--- config.mk ---
export PLATFORM = sky130hd
export DESIGN_NAME = multicycle_controller
export DESIGN_NICKNAME = d
export VERILOG_FILES = /design/src/rtl/multicycle_controller.sv
export SDC_FILE = /design/constraint.sdc
export NUM_CORES = 1
export LEC_CHECK = 0
export ABC_CLOCK_PERIOD_IN_PS = 2100
export BUFFER_PORTS_ARGS = -buffer_cell sky130_fd_sc_hd__buf_2
export CAP_MARGIN = 20
export CORE_MARGIN = 2
export CORE_UTILIZATION = 40
export DETAILED_ROUTE_END_ITERATION = 10
export PLACE_DENSITY = 0.79
export SLEW_MARGIN = 10
export SYNTH_ARGS = -nofsm -noshare
export SYNTH_HDL_FRONTEND = slang
export SYNTH_SLANG_ARGS = --single-unit
--- constraint.sdc ---
create_clock -name clk -period 2.1 [get_ports clk]
set_input_delay 0.105 -clock clk [delete_from_list [all_inputs] [get_ports clk]]
set_output_delay 0.105 -clock clk [all_outputs]
set_load 0.05 [all_outputs]
--- src/rtl/multicycle_controller.sv ---
`default_nettype none
// ============================================================================
// Module      : multicycle_controller
// Description : Multi-cycle control FSM for the RV32I core. Sequences
//               FETCH -> DECODE -> EXECUTE -> [MEMORY] -> WRITE_BACK, drives
//               the datapath load enables and the instruction/data memory
//               handshake, and enters a one-cycle TRAP state on illegal
//               instructions, ECALL/EBREAK, misaligned accesses, memory error
//               responses and memory timeouts.
//
// Optional    : CONTROLLER_IRQ_EN - when defined, a pending and enabled
//               external interrupt is taken in the first FETCH cycle.
//               When undefined, irq_pending/irq_enable are ignored.
//
// Parameters  : MEM_TIMEOUT - cycles without memory_valid before an access
//                             fault (1..255, 0 disables the timeout)
//               CNT_W       - timeout counter width (must hold MEM_TIMEOUT)
//
// Ports       : clk, reset (async, active-low)
//               instruction                 - instruction register contents
//               memory_ready/valid/error    - memory handshake inputs
//               address_misaligned          - datapath flag, valid in EXECUTE
//               irq_pending, irq_enable     - external interrupt request/MIE
//               memory_enable/command       - memory request strobe, 1=write
//               *_write_enable              - datapath/regfile/PC load strobes
//               pc_from_mtvec, trap_save    - trap redirect and CSR capture
//               trap_interrupt, trap_cause  - latched mcause fields
//               debug_state                 - current state encoding
//
// Revision    : 1.0 - initial release
// ============================================================================
module multicycle_controller #(
    parameter int MEM_TIMEOUT = 16,
    parameter int CNT_W       = 8
) (
    input  logic        clk,
    input  logic        reset,
    input  logic [31:0] instruction,
    input  logic        memory_ready,
    input  logic        memory_valid,
    input  logic        memory_error,
    input  logic        address_misaligned,
    input  logic        irq_pending,
    input  logic        irq_enable,
    output logic        memory_enable,
    output logic        memory_command,
    output logic        instruction_write_enable,
    output logic        execute_result_write_enable,
    output logic        load_memory_data_write_enable,
    output logic        register_file_write_enable,
    output logic        pc_write_enable,
    output logic        pc_from_mtvec,
    output logic        trap_save,
    output logic        trap_interrupt,
    output logic [3:0]  trap_cause,
    output logic [2:0]  debug_state
);

    typedef enum logic [2:0] {
        S_FETCH      = 3'd0,
        S_DECODE     = 3'd1,
        S_EXECUTE    = 3'd2,
        S_MEMORY     = 3'd3,
        S_WRITE_BACK = 3'd4,
        S_TRAP       = 3'd5
    } state_t;

    localparam logic [6:0] c_op_lui    = 7'b0110111;
    localparam logic [6:0] c_op_auipc  = 7'b0010111;
    localparam logic [6:0] c_op_jal    = 7'b1101111;
    localparam logic [6:0] c_op_jalr   = 7'b1100111;
    localparam logic [6:0] c_op_branch = 7'b1100011;
    localparam logic [6:0] c_op_load   = 7'b0000011;
    localparam logic [6:0] c_op_store  = 7'b0100011;
    localparam logic [6:0] c_op_imm    = 7'b0010011;
    localparam logic [6:0] c_op_reg    = 7'b0110011;
    localparam logic [6:0] c_op_fence  = 7'b0001111;
    localparam logic [6:0] c_op_system = 7'b1110011;

    // instruction[31:7] of the three legal funct3=000 SYSTEM instructions
    localparam logic [24:0] c_ecall_hi  = 25'h0000000;
    localparam logic [24:0] c_ebreak_hi = 25'h0002000;
    localparam logic [24:0] c_mret_hi   = 25'h0604000;

    localparam logic [CNT_W-1:0] c_cnt_last = CNT_W'(MEM_TIMEOUT - 1);

    state_t           r_state;
    state_t           w_state_next;
    logic [CNT_W-1:0] r_cnt;

    // Instruction class, captured in DECODE and held through the instruction
    logic r_illegal, r_ecall, r_ebreak, r_load, r_store, r_jump, r_rf_we;
    logic w_illegal, w_ecall, w_ebreak, w_load, w_store, w_jump, w_rf_we_cls;

    logic [3:0] r_trap_cause, w_cause;
    logic       r_trap_int, w_int;

    logic w_mem_en, w_mem_cmd, w_ir_we, w_ex_we, w_md_we, w_rf_we;
    logic w_pc_we, w_pc_mtvec, w_trap_save;

    logic w_resp_ok, w_resp_err, w_timeout, w_irq_take;

    // ------------------------------------------------------------------
    // Instruction class decode
    // ------------------------------------------------------------------
    logic [6:0] w_opcode;
    logic [2:0] w_funct3;
    logic [6:0] w_funct7;
    logic       w_known, w_shift_bad, w_sys_bad;

    assign w_opcode = instruction[6:0];
    assign w_funct3 = instruction[14:12];
    assign w_funct7 = instruction[31:25];

    always_comb begin
        w_known     = 1'b0;
        w_shift_bad = 1'b0;
        w_sys_bad   = 1'b0;
        w_ecall     = 1'b0;
        w_ebreak    = 1'b0;
        w_load      = (w_opcode == c_op_load);
        w_store     = (w_opcode == c_op_store);
        w_jump      = (w_opcode == c_op_jal) || (w_opcode == c_op_jalr);
        w_rf_we_cls = 1'b0;
        case (w_opcode)
            c_op_lui, c_op_auipc, c_op_jal, c_op_jalr, c_op_load: begin
                w_known     = 1'b1;
                w_rf_we_cls = 1'b1;
            end
            c_op_branch, c_op_store, c_op_fence: begin
                w_known = 1'b1;
            end
            c_op_imm, c_op_reg: begin
                w_known     = 1'b1;
                w_rf_we_cls = 1'b1;
                // Shifts only allow the logical/arithmetic funct7 encodings
                if ((w_funct3 == 3'b001) || (w_funct3 == 3'b101)) begin
                    w_shift_bad = (w_funct7 != 7'b0000000) && (w_funct7 != 7'b0100000);
                end
            end
            c_op_system: begin
                w_known = 1'b1;
                case (w_funct3)
                    3'b000: begin
                        w_ecall   = (instruction[31:7] == c_ecall_hi);
                        w_ebreak  = (instruction[31:7] == c_ebreak_hi);
                        w_sys_bad = !w_ecall && !w_ebreak && (instruction[31:7] != c_mret_hi);
                    end
                    3'b001, 3'b010, 3'b101: w_rf_we_cls = 1'b1;  // CSR ops
                    default: w_sys_bad = 1'b1;
                endcase
            end
            default: w_known = 1'b0;
        endcase
        w_illegal = !w_known || w_shift_bad || w_sys_bad;
    end

    // ------------------------------------------------------------------
    // Memory response qualification, timeout and interrupt acceptance
    // ------------------------------------------------------------------
    assign w_resp_ok  = memory_valid && !memory_error;
    assign w_resp_err = memory_valid && memory_error;
    // A response arriving in the final allowed cycle beats the timeout
    assign w_timeout  = (MEM_TIMEOUT != 0) && (r_cnt == c_cnt_last) && !memory_valid;

`ifdef CONTROLLER_IRQ_EN
    // Only the first FETCH cycle (counter still zero) may take an interrupt,
    // so no request has been issued and mepc is the un-fetched PC.
    assign w_irq_take = irq_pending && irq_enable && (r_cnt == '0);
`else
    logic w_unused_irq;
    assign w_irq_take   = 1'b0;
    assign w_unused_irq = irq_pending ^ irq_enable;
`endif

    // ------------------------------------------------------------------
    // Next state and strobes
    // ------------------------------------------------------------------
    always_comb begin
        w_state_next = r_state;
        w_cause      = r_trap_cause;
        w_int        = 1'b0;
        w_mem_en     = 1'b0;
        w_mem_cmd    = 1'b0;
        w_ir_we      = 1'b0;
        w_ex_we      = 1'b0;
        w_md_we      = 1'b0;
        w_rf_we      = 1'b0;
        w_pc_we      = 1'b0;
        w_pc_mtvec   = 1'b0;
        w_trap_save  = 1'b0;
        case (r_state)
            S_FETCH: begin
                if (w_irq_take) begin
                    w_state_next = S_TRAP;
                    w_cause      = 4'd11;
                    w_int        = 1'b1;
                end else begin
                    // Request strobe while the memory is ready, until the response
                    w_mem_en = memory_ready && !memory_valid;
                    if (w_resp_ok) begin
                        w_ir_we      = 1'b1;
                        w_state_next = S_DECODE;
                    end else if (w_resp_err || w_timeout) begin
                        w_state_next = S_TRAP;
                        w_cause      = 4'd1;
                    end
                end
            end
            S_DECODE: begin
                w_state_next = S_EXECUTE;
            end
            S_EXECUTE: begin
                w_ex_we = 1'b1;
                if (r_illegal) begin
                    w_state_next = S_TRAP;
                    w_cause      = 4'd2;
                end else if (r_ecall) begin
                    w_state_next = S_TRAP;
                    w_cause      = 4'd11;
                end else if (r_ebreak) begin
                    w_state_next = S_TRAP;
                    w_cause      = 4'd3;
                end else if (address_misaligned && r_load) begin
                    w_state_next = S_TRAP;
                    w_cause      = 4'd4;
                end else if (address_misaligned && r_store) begin
                    w_state_next = S_TRAP;
                    w_cause      = 4'd6;
                end else if (address_misaligned && r_jump) begin
                    w_state_next = S_TRAP;
                    w_cause      = 4'd0;
                end else if (r_load || r_store) begin
                    w_state_next = S_MEMORY;
                end else begin
                    w_state_next = S_WRITE_BACK;
                end
            end
            S_MEMORY: begin
                w_mem_cmd = r_store;
                w_mem_en  = memory_ready && !memory_valid;
                if (w_resp_ok) begin
                    w_md_we      = r_load;
                    w_state_next = S_WRITE_BACK;
                end else if (w_resp_err || w_timeout) begin
                    w_state_next = S_TRAP;
                    w_cause      = r_store ? 4'd7 : 4'd5;
                end
            end
            S_WRITE_BACK: begin
                w_pc_we      = 1'b1;
                w_rf_we      = r_rf_we;
                w_state_next = S_FETCH;
            end
            S_TRAP: begin
                w_trap_save  = 1'b1;
                w_pc_we      = 1'b1;
                w_pc_mtvec   = 1'b1;
                w_state_next = S_FETCH;
            end
            default: begin
                w_state_next = S_FETCH;
            end
        endcase
    end

    // ------------------------------------------------------------------
    // Registers
    // ------------------------------------------------------------------
    always_ff @(posedge clk or negedge reset) begin
        if (!reset) begin
            r_state      <= S_FETCH;
            r_cnt        <= '0;
            r_trap_cause <= 4'd0;
            r_trap_int   <= 1'b0;
            r_illegal    <= 1'b0;
            r_ecall      <= 1'b0;
            r_ebreak     <= 1'b0;
            r_load       <= 1'b0;
            r_store      <= 1'b0;
            r_jump       <= 1'b0;
            r_rf_we      <= 1'b0;
        end else begin
            r_state <= w_state_next;

            // Any state change clears the counter, so it starts at zero on
            // entry to FETCH/MEMORY; it saturates so a disabled timeout
            // never wraps back to zero mid-fetch.
            if (w_state_next != r_state) begin
                r_cnt <= '0;
            end else if (!memory_valid && (r_cnt != '1)) begin
                r_cnt <= r_cnt + CNT_W'(1);
            end

            if ((w_state_next == S_TRAP) && (r_state != S_TRAP)) begin
                r_trap_cause <= w_cause;
                r_trap_int   <= w_int;
            end

            if (r_state == S_DECODE) begin
                r_illegal <= w_illegal;
                r_ecall   <= w_ecall;
                r_ebreak  <= w_ebreak;
                r_load    <= w_load;
                r_store   <= w_store;
                r_jump    <= w_jump;
                r_rf_we   <= w_rf_we_cls;
            end
        end
    end

    // Strobes are forced low for as long as reset is held, including an
    // access that is cut off mid-cycle.
    assign memory_enable                 = w_mem_en    & reset;
    assign memory_command                = w_mem_cmd   & reset;
    assign instruction_write_enable      = w_ir_we     & reset;
    assign execute_result_write_enable   = w_ex_we     & reset;
    assign load_memory_data_write_enable = w_md_we     & reset;
    assign register_file_write_enable    = w_rf_we     & reset;
    assign pc_write_enable               = w_pc_we     & reset;
    assign pc_from_mtvec                 = w_pc_mtvec  & reset;
    assign trap_save                     = w_trap_save & reset;
    assign trap_interrupt                = r_trap_int;
    assign trap_cause                    = r_trap_cause;
    assign debug_state                   = r_state;

endmodule
`default_nettype wire

==> Yosys cells after proc, flatten, opt, wreduce, memory -nomap -nowiden <==
Cells that the tools add are included.
{ "totals": {"word_cells": 133, "in_bits": 40, "out_inout_bits": 17, "register_bits": 22} }
{ "classes": {"mux": 46, "add_sub_neg": 1, "reduce_logical": 36, "bitwise_logic": 8, "n_eq_ne": 32} }
{ "op_table": {"columns": ["operator", "count"], "rows": [
  ["2-to-1 mux 4 bit", 10],
  ["2-to-1 mux 3 bit", 10],
  ["== test 7 bit (second input constant)", 4],
  ["== test 25 x 14 -> 1 bit (second input constant)", 1],
  ["zero test 25 bit", 1],
  ["inequality test 25 x 23 -> 1 bit (second input constant)", 1],
  ["== test 7 x 6 -> 1 bit (second input constant)", 3],
  ["2-to-1 mux 1 bit", 19],
  ["2-to-1 mux 8 bit", 2],
  ["== test 7 x 5 -> 1 bit (second input constant)", 2],
  ["== test 3 bit (second input constant)", 4],
  ["logical AND 1 bit", 12],
  ["case mux 3 bit (4 select lines)", 1],
  ["case mux 4 bit (3 select lines)", 1],
  ["OR reduction 11 bit", 1],
  ["== test 3 x 2 -> 1 bit (second input constant)", 3],
  ["adder 8 x 1 -> 8 bit (second input constant)", 1],
  ["bitwise AND 1 bit", 8],
  ["== test 8 x 4 -> 1 bit (second input constant)", 1],
  ["inequality test 2 bit (second input constant)", 4],
  ["inequality test 8 bit (second input constant)", 1],
  ["== test 7 x 2 -> 1 bit (second input constant)", 1],
  ["== test 7 x 4 -> 1 bit (second input constant)", 1],
  ["inequality test 7 x 6 -> 1 bit (second input constant)", 1],
  ["other kinds (16)", 30]
]} }

==> Logic depth before layout (Yosys ltp) <==
{ "depth": {"ltp_word": 12, "mapped_depth": 6, "depth_no_buf": 6} }

==> Worst setup path before layout <==
Ideal clock, no wire load.
{ "synth_timing": {"path_type": "register -> output", "start": "register r_state[2] (netlist: debug_state[2])", "end": "output port register_file_write_enable", "t_required_ns": 1.995, "arrival_time_ns": 2.685, "path_stages_with_launch": 4, "slack_ns": -0.690, "path_buffers": 1, "cell_sequence": "dfrtp_1 -> clkbuf_1 -> nand2_1 -> nor4b_1"} }
{ "synth_via": {"elab_chain_cells": 3} }
{ "synth_rtl": {"columns": ["item", "line", "rtl"], "rows": [
  ["from (decl)", "87", "state_t r_state;"],
  ["from (signal assigned)", "284", "r_state <= w_state_next;"],
  ["== test 3 bit", "192", "case (r_state)"],
  ["2-to-1 mux 1 bit", "192", null],
  ["bitwise AND 1 bit", "319", "assign register_file_write_enable = w_rf_we & reset;"],
  ["to (decl)", "50", "output logic register_file_write_enable,"]
]} }
No other way between the ends.

==> Worst setup path after layout <==
{ "layout_timing": {"start": "register r_cnt[7]", "end": "register r_trap_cause[1] (netlist: trap_cause[1])"} }
{ "layout_via": {"elab_chain_cells": 9, "word_cells_on_any_way": 12, "cone_classes": "4 x eq/ne; 4 x mux; 4 x reduce/logical"} }
{ "layout_rtl": {"columns": ["item", "line", "rtl"], "rows": [
  ["from (decl)", "89", "logic [CNT_W-1:0] r_cnt;"],
  ["from (signal assigned)", "292", "r_cnt <= r_cnt + CNT_W'(1);"],
  ["== test 8 x 4 -> 1 bit (*)", "164", "assign w_timeout = (MEM_TIMEOUT != 0) && (r_cnt == c_cnt_last) && !memory_valid;"],
  ["logical AND 1 bit (*)", "164", null],
  ["logical OR 1 bit (*)", "204, 245", null],
  ["2-to-1 mux 3 bit", "204, 245", null],
  ["2-to-1 mux 3 bit, on equally long branches", "242, 201", null],
  ["case mux 3 bit (4 select lines)", "192", null],
  ["== test 3 bit", "295", "if ((w_state_next == S_TRAP) && (r_state != S_TRAP)) begin"],
  ["logical AND 1 bit", "295", null],
  ["AND reduction 7 bit (no line) (*)", null, null],
  ["to (signal assigned)", "296", "r_trap_cause <= w_cause;"],
  ["to (decl)", "95", "logic [3:0] r_trap_cause, w_cause;"]
]} }
Mark *: on every way between the ends. The rest lies on a longest branch, timed or not.
A chain may end at the register's enable or synchronous reset.

==> impl_metrics.csv <==
group,metric,value,unit
global_route,grt-ovfl-total,0,
clocking,path_clk_slew,0.08,ns
drt,avgViaCountPerCell,5.45,
finish,num_antenna_cells,0,
power,seqPwrFrac,0.309,
worst_hold_path,min_to,"r_ecall",
clocking,cts.sinks,22,
power,p_comb_frac,0.531,
global_route,grt_pass1_wl,6.52,mm
clocking,cts_buffer_depth,2,
drt,firstDrtPassIters,4,
finish,drive_gt1_frac,0.351,
sta,finalHoldViolations,0,
place,gp_congestion,0.889,
sta,fmax,483,MHz
place,dp.cells,285,
worst_setup_path,required,2.24,ns
synthesis,syn_inst,184,
sta,period_needed,2.07,ns
sta,min_period_over_period,0.987,
finish,instances_no_fill,290,
synthesis,ys_top_cells_by_count,"nor2_1 (27), dfrtp_1 (22), nand2_1 (17)",
floorplanning,die_area,4420,um^2
synthesis,ys_types,49,
sta,setup_ws,0.0283,ns
worst_setup_path,cpMaxStageDelayCell,"or4_4",
synthesis,synth_edf_count,0,
floorplanning,rows,22,
finish,fin_area,2040,um^2
worst_setup_path,endpoint_kind,"register",
synthesis,synth_top_area_frac,0.352,
worst_setup_path,r2r-end,"trap_cause[1]",
synthesis,synth_flop_cell,"dfrtp_1",
sta,fin_tns_setup,0,ns
floorplanning,start_util,0.421,
run_status,outcome,"complete, no violations",
finish,layout.area.seq,552,um^2
worst_setup_path,path_cells,"or4_4 -> o31ai_4 -> a32oi_4 -> buf_4 -> o21ai_0 -> o41ai_2",
finish,final_core_util,0.549,
floorplanning,die_y,66.5,um
finish,multiInputGateArea,1020,um^2
global_route,grt_pass1_vias,1477,
place,post_dp_cell_area,1940,um^2
drt,drtIter0Drc,87,
floorplanning,die_x,66.5,um
synthesis,ys_ff_latch,22,
sta,slew_violations,0,
place,portBuffers,53,
drt,vias,1580,
clocking,htree_num_levels,1,
finish,fin_nets,284,
power,leakage,0.924,nW
synthesis,ys_seq_area_frac,0.352,
synthesis,netlist_top_cells_area,"dfrtp_1 (35%), nor2_1 (6.5%), nand2_1 (4.1%)",
power,clockPowerShare,0.160,
global_route,antenna_found_initial,0,
place,hpwl,2.92,mm
power,peakVddDrop,0.000300,V
power,p_switching,0.908,mW
clocking,cts_inserted_buffers,3,
synthesis,synth_nets,225,
finish,area_growth_syn_to_layout,30.6,%
clocking,cts-root-buf,"clkbuf_8",
drt,drc,0,
floorplanning,core,3720,um^2
worst_setup_path,r2r_setup_slack,0.03,ns
sta,skew,0.00335,ns
drt,antenna_left,0,
synthesis,post-synth-top-area-cell,"dfrtp_1",
worst_hold_path,hold_depth,2,
place,place_ws,-0.0117,ns
clocking,clk_latency,0.27,ns
worst_hold_path,min_from,"instruction[20]",
power,p_int,1.02,mW
worst_setup_path,startpoint_type,"register",
clocking,cts_tree,"done",
worst_setup_path,path_delay_family,"compound AO/OA/AOI/OAI gates",
finish,fill_cells,337,
synthesis,yosysWarnings,0,
sta,setup_viol,0,
synthesis,synthesis.area,1560,um^2
worst_setup_path,rr_worst_depth,6,
worst_setup_path,reg2reg_from,"r_cnt[7]",
worst_setup_path,worstSetupPathType,"reg2reg",
synthesis,avgSynthCellArea,8.49,um^2
worst_setup_path,crit_fanout,5,
power,switching_share,0.471,
worst_setup_path,arrival,2.21,ns
power,cellPowerDensity,944,nW/um^2
flow_run,cap_violations,0,
drt,wirelength,3.95,mm
worst_setup_path,critical_path.max_stage_delay,0.59,ns
global_route,grt_util_all_layers,0.189,
drt,routedWlPerCell,13.6,um
global_route,grt_max_degree,21,
clocking,postCtsSetupRepairBufs,0,
floorplanning,io_pins,57,
worst_hold_path,hp-class,"in2reg",
synthesis,async_reset_ff_frac,1.00,
synthesis,yosysMostFrequentCell,"nor2_1",
worst_setup_path,worst-path-buf-inv,1,
## power by group through the flow
stage          Sequential, mW  Clock [mW]  Combinational, mW
6_report                0.595       0.309               1.02
5_1_grt                 0.611       0.333               1.11
2_1_floorplan           0.718           0              0.597
3_5_place_dp            0.602           0              0.983
3_3_place_gp            0.595           0              0.973
4_1_cts                 0.595       0.318              0.994
## cell type report
class,count,share of cell area
Sequential cell,22,0.270
Timing Repair Buffer,63,0.168
Multi-Input combinational cell,150,0.500
Inverter,3,0.00552
Tap cell,48,0.0294
Clock buffer,4,0.0270
## routing by layer
layer	routed length, um	vias to the layer above	global-route usage
met2	1970	54	0.314
met5	0	-	0
met3	182	4	0.0203
li1	-	796	-
met4	48	0	0.0714
met1	1750	726	0.253
## cell families (layout without fill, tap and decap cells)
group	Yosys count	in the layout	share of synthesized area
and+or+nand+nor	102	102	0.373
AOI/OAI and AO/OA	39	39	0.185
DFF	22	22	0.352
buffers and inverters	12	70	0.0336
xor gates and xnor gates	4	4	0.0224
muxes	3	3	0.0232
adders and majority gates	1	1	0.00801
other	1	1	0.00240
## through the flow
step	hold WS [ns]	total power, mW
after CTS	0.0357	1.91
after detailed placement	0.0154	1.59
final	0.0398	1.93
after global placement	0.00689	1.57
after global routing	0.0449	2.06
after floorplan	-0.191	1.32
## state kept, by name, indices dropped and copies added (netlist names)
register     flops
trap_cause       4
r_store          1
r_load           1
debug_state      3
r_illegal        1
r_ebreak         1
r_cnt            8
r_jump           1
r_rf_we          1
r_ecall          1
## repair_timing
| item | in CTS | in global routing |
|---|---|---|
| hold buffers | 1 | 0 |
| hold endpoints to repair | 12 | 0 |
| gates resized for setup | 3 | 4 |
| gates cloned | 0 | 0 |
| setup endpoints to repair | 2 | 2 |
## worst max-delay path by stage
stage	start	to	slack, ns	cells past startpoint
3_5_place_dp	r_cnt[7]	trap_cause[1]	-0.01	5
2_1_floorplan	debug_state[1]	trap_cause[0]	0.002	6
6_report	r_cnt[7]	trap_cause[1]	0.03	6
5_1_grt	r_cnt[7]	trap_cause[1]	-0.06	6
4_1_cts	r_cnt[1]	trap_cause[1]	0.05	6
3_3_place_gp	r_cnt[7]	trap_cause[1]	0.08	5
## cell usage in the layout (no fill, tap or decap), types with 2 or more instances in the layout
cell	instances
o21bai_1	2
inv_1	3
buf_4	9
nand3_1	5
nor2b_1	5
nand2_1	17
nor2_1	26
o41ai_2	2
o21ai_0	9
nand4_1	2
nand4b_1	5
nand2b_1	4
buf_2	53
a31oi_1	5
nand3b_1	3
nor4_1	5
and2_1	5
and4b_1	2
o31ai_1	4
clkbuf_8	4
a21oi_1	5
a211oi_1	2
and3_1	4
xnor2_1	3
nor3_1	5
dfrtp_1	21
(Power assumes the default switching activity.)
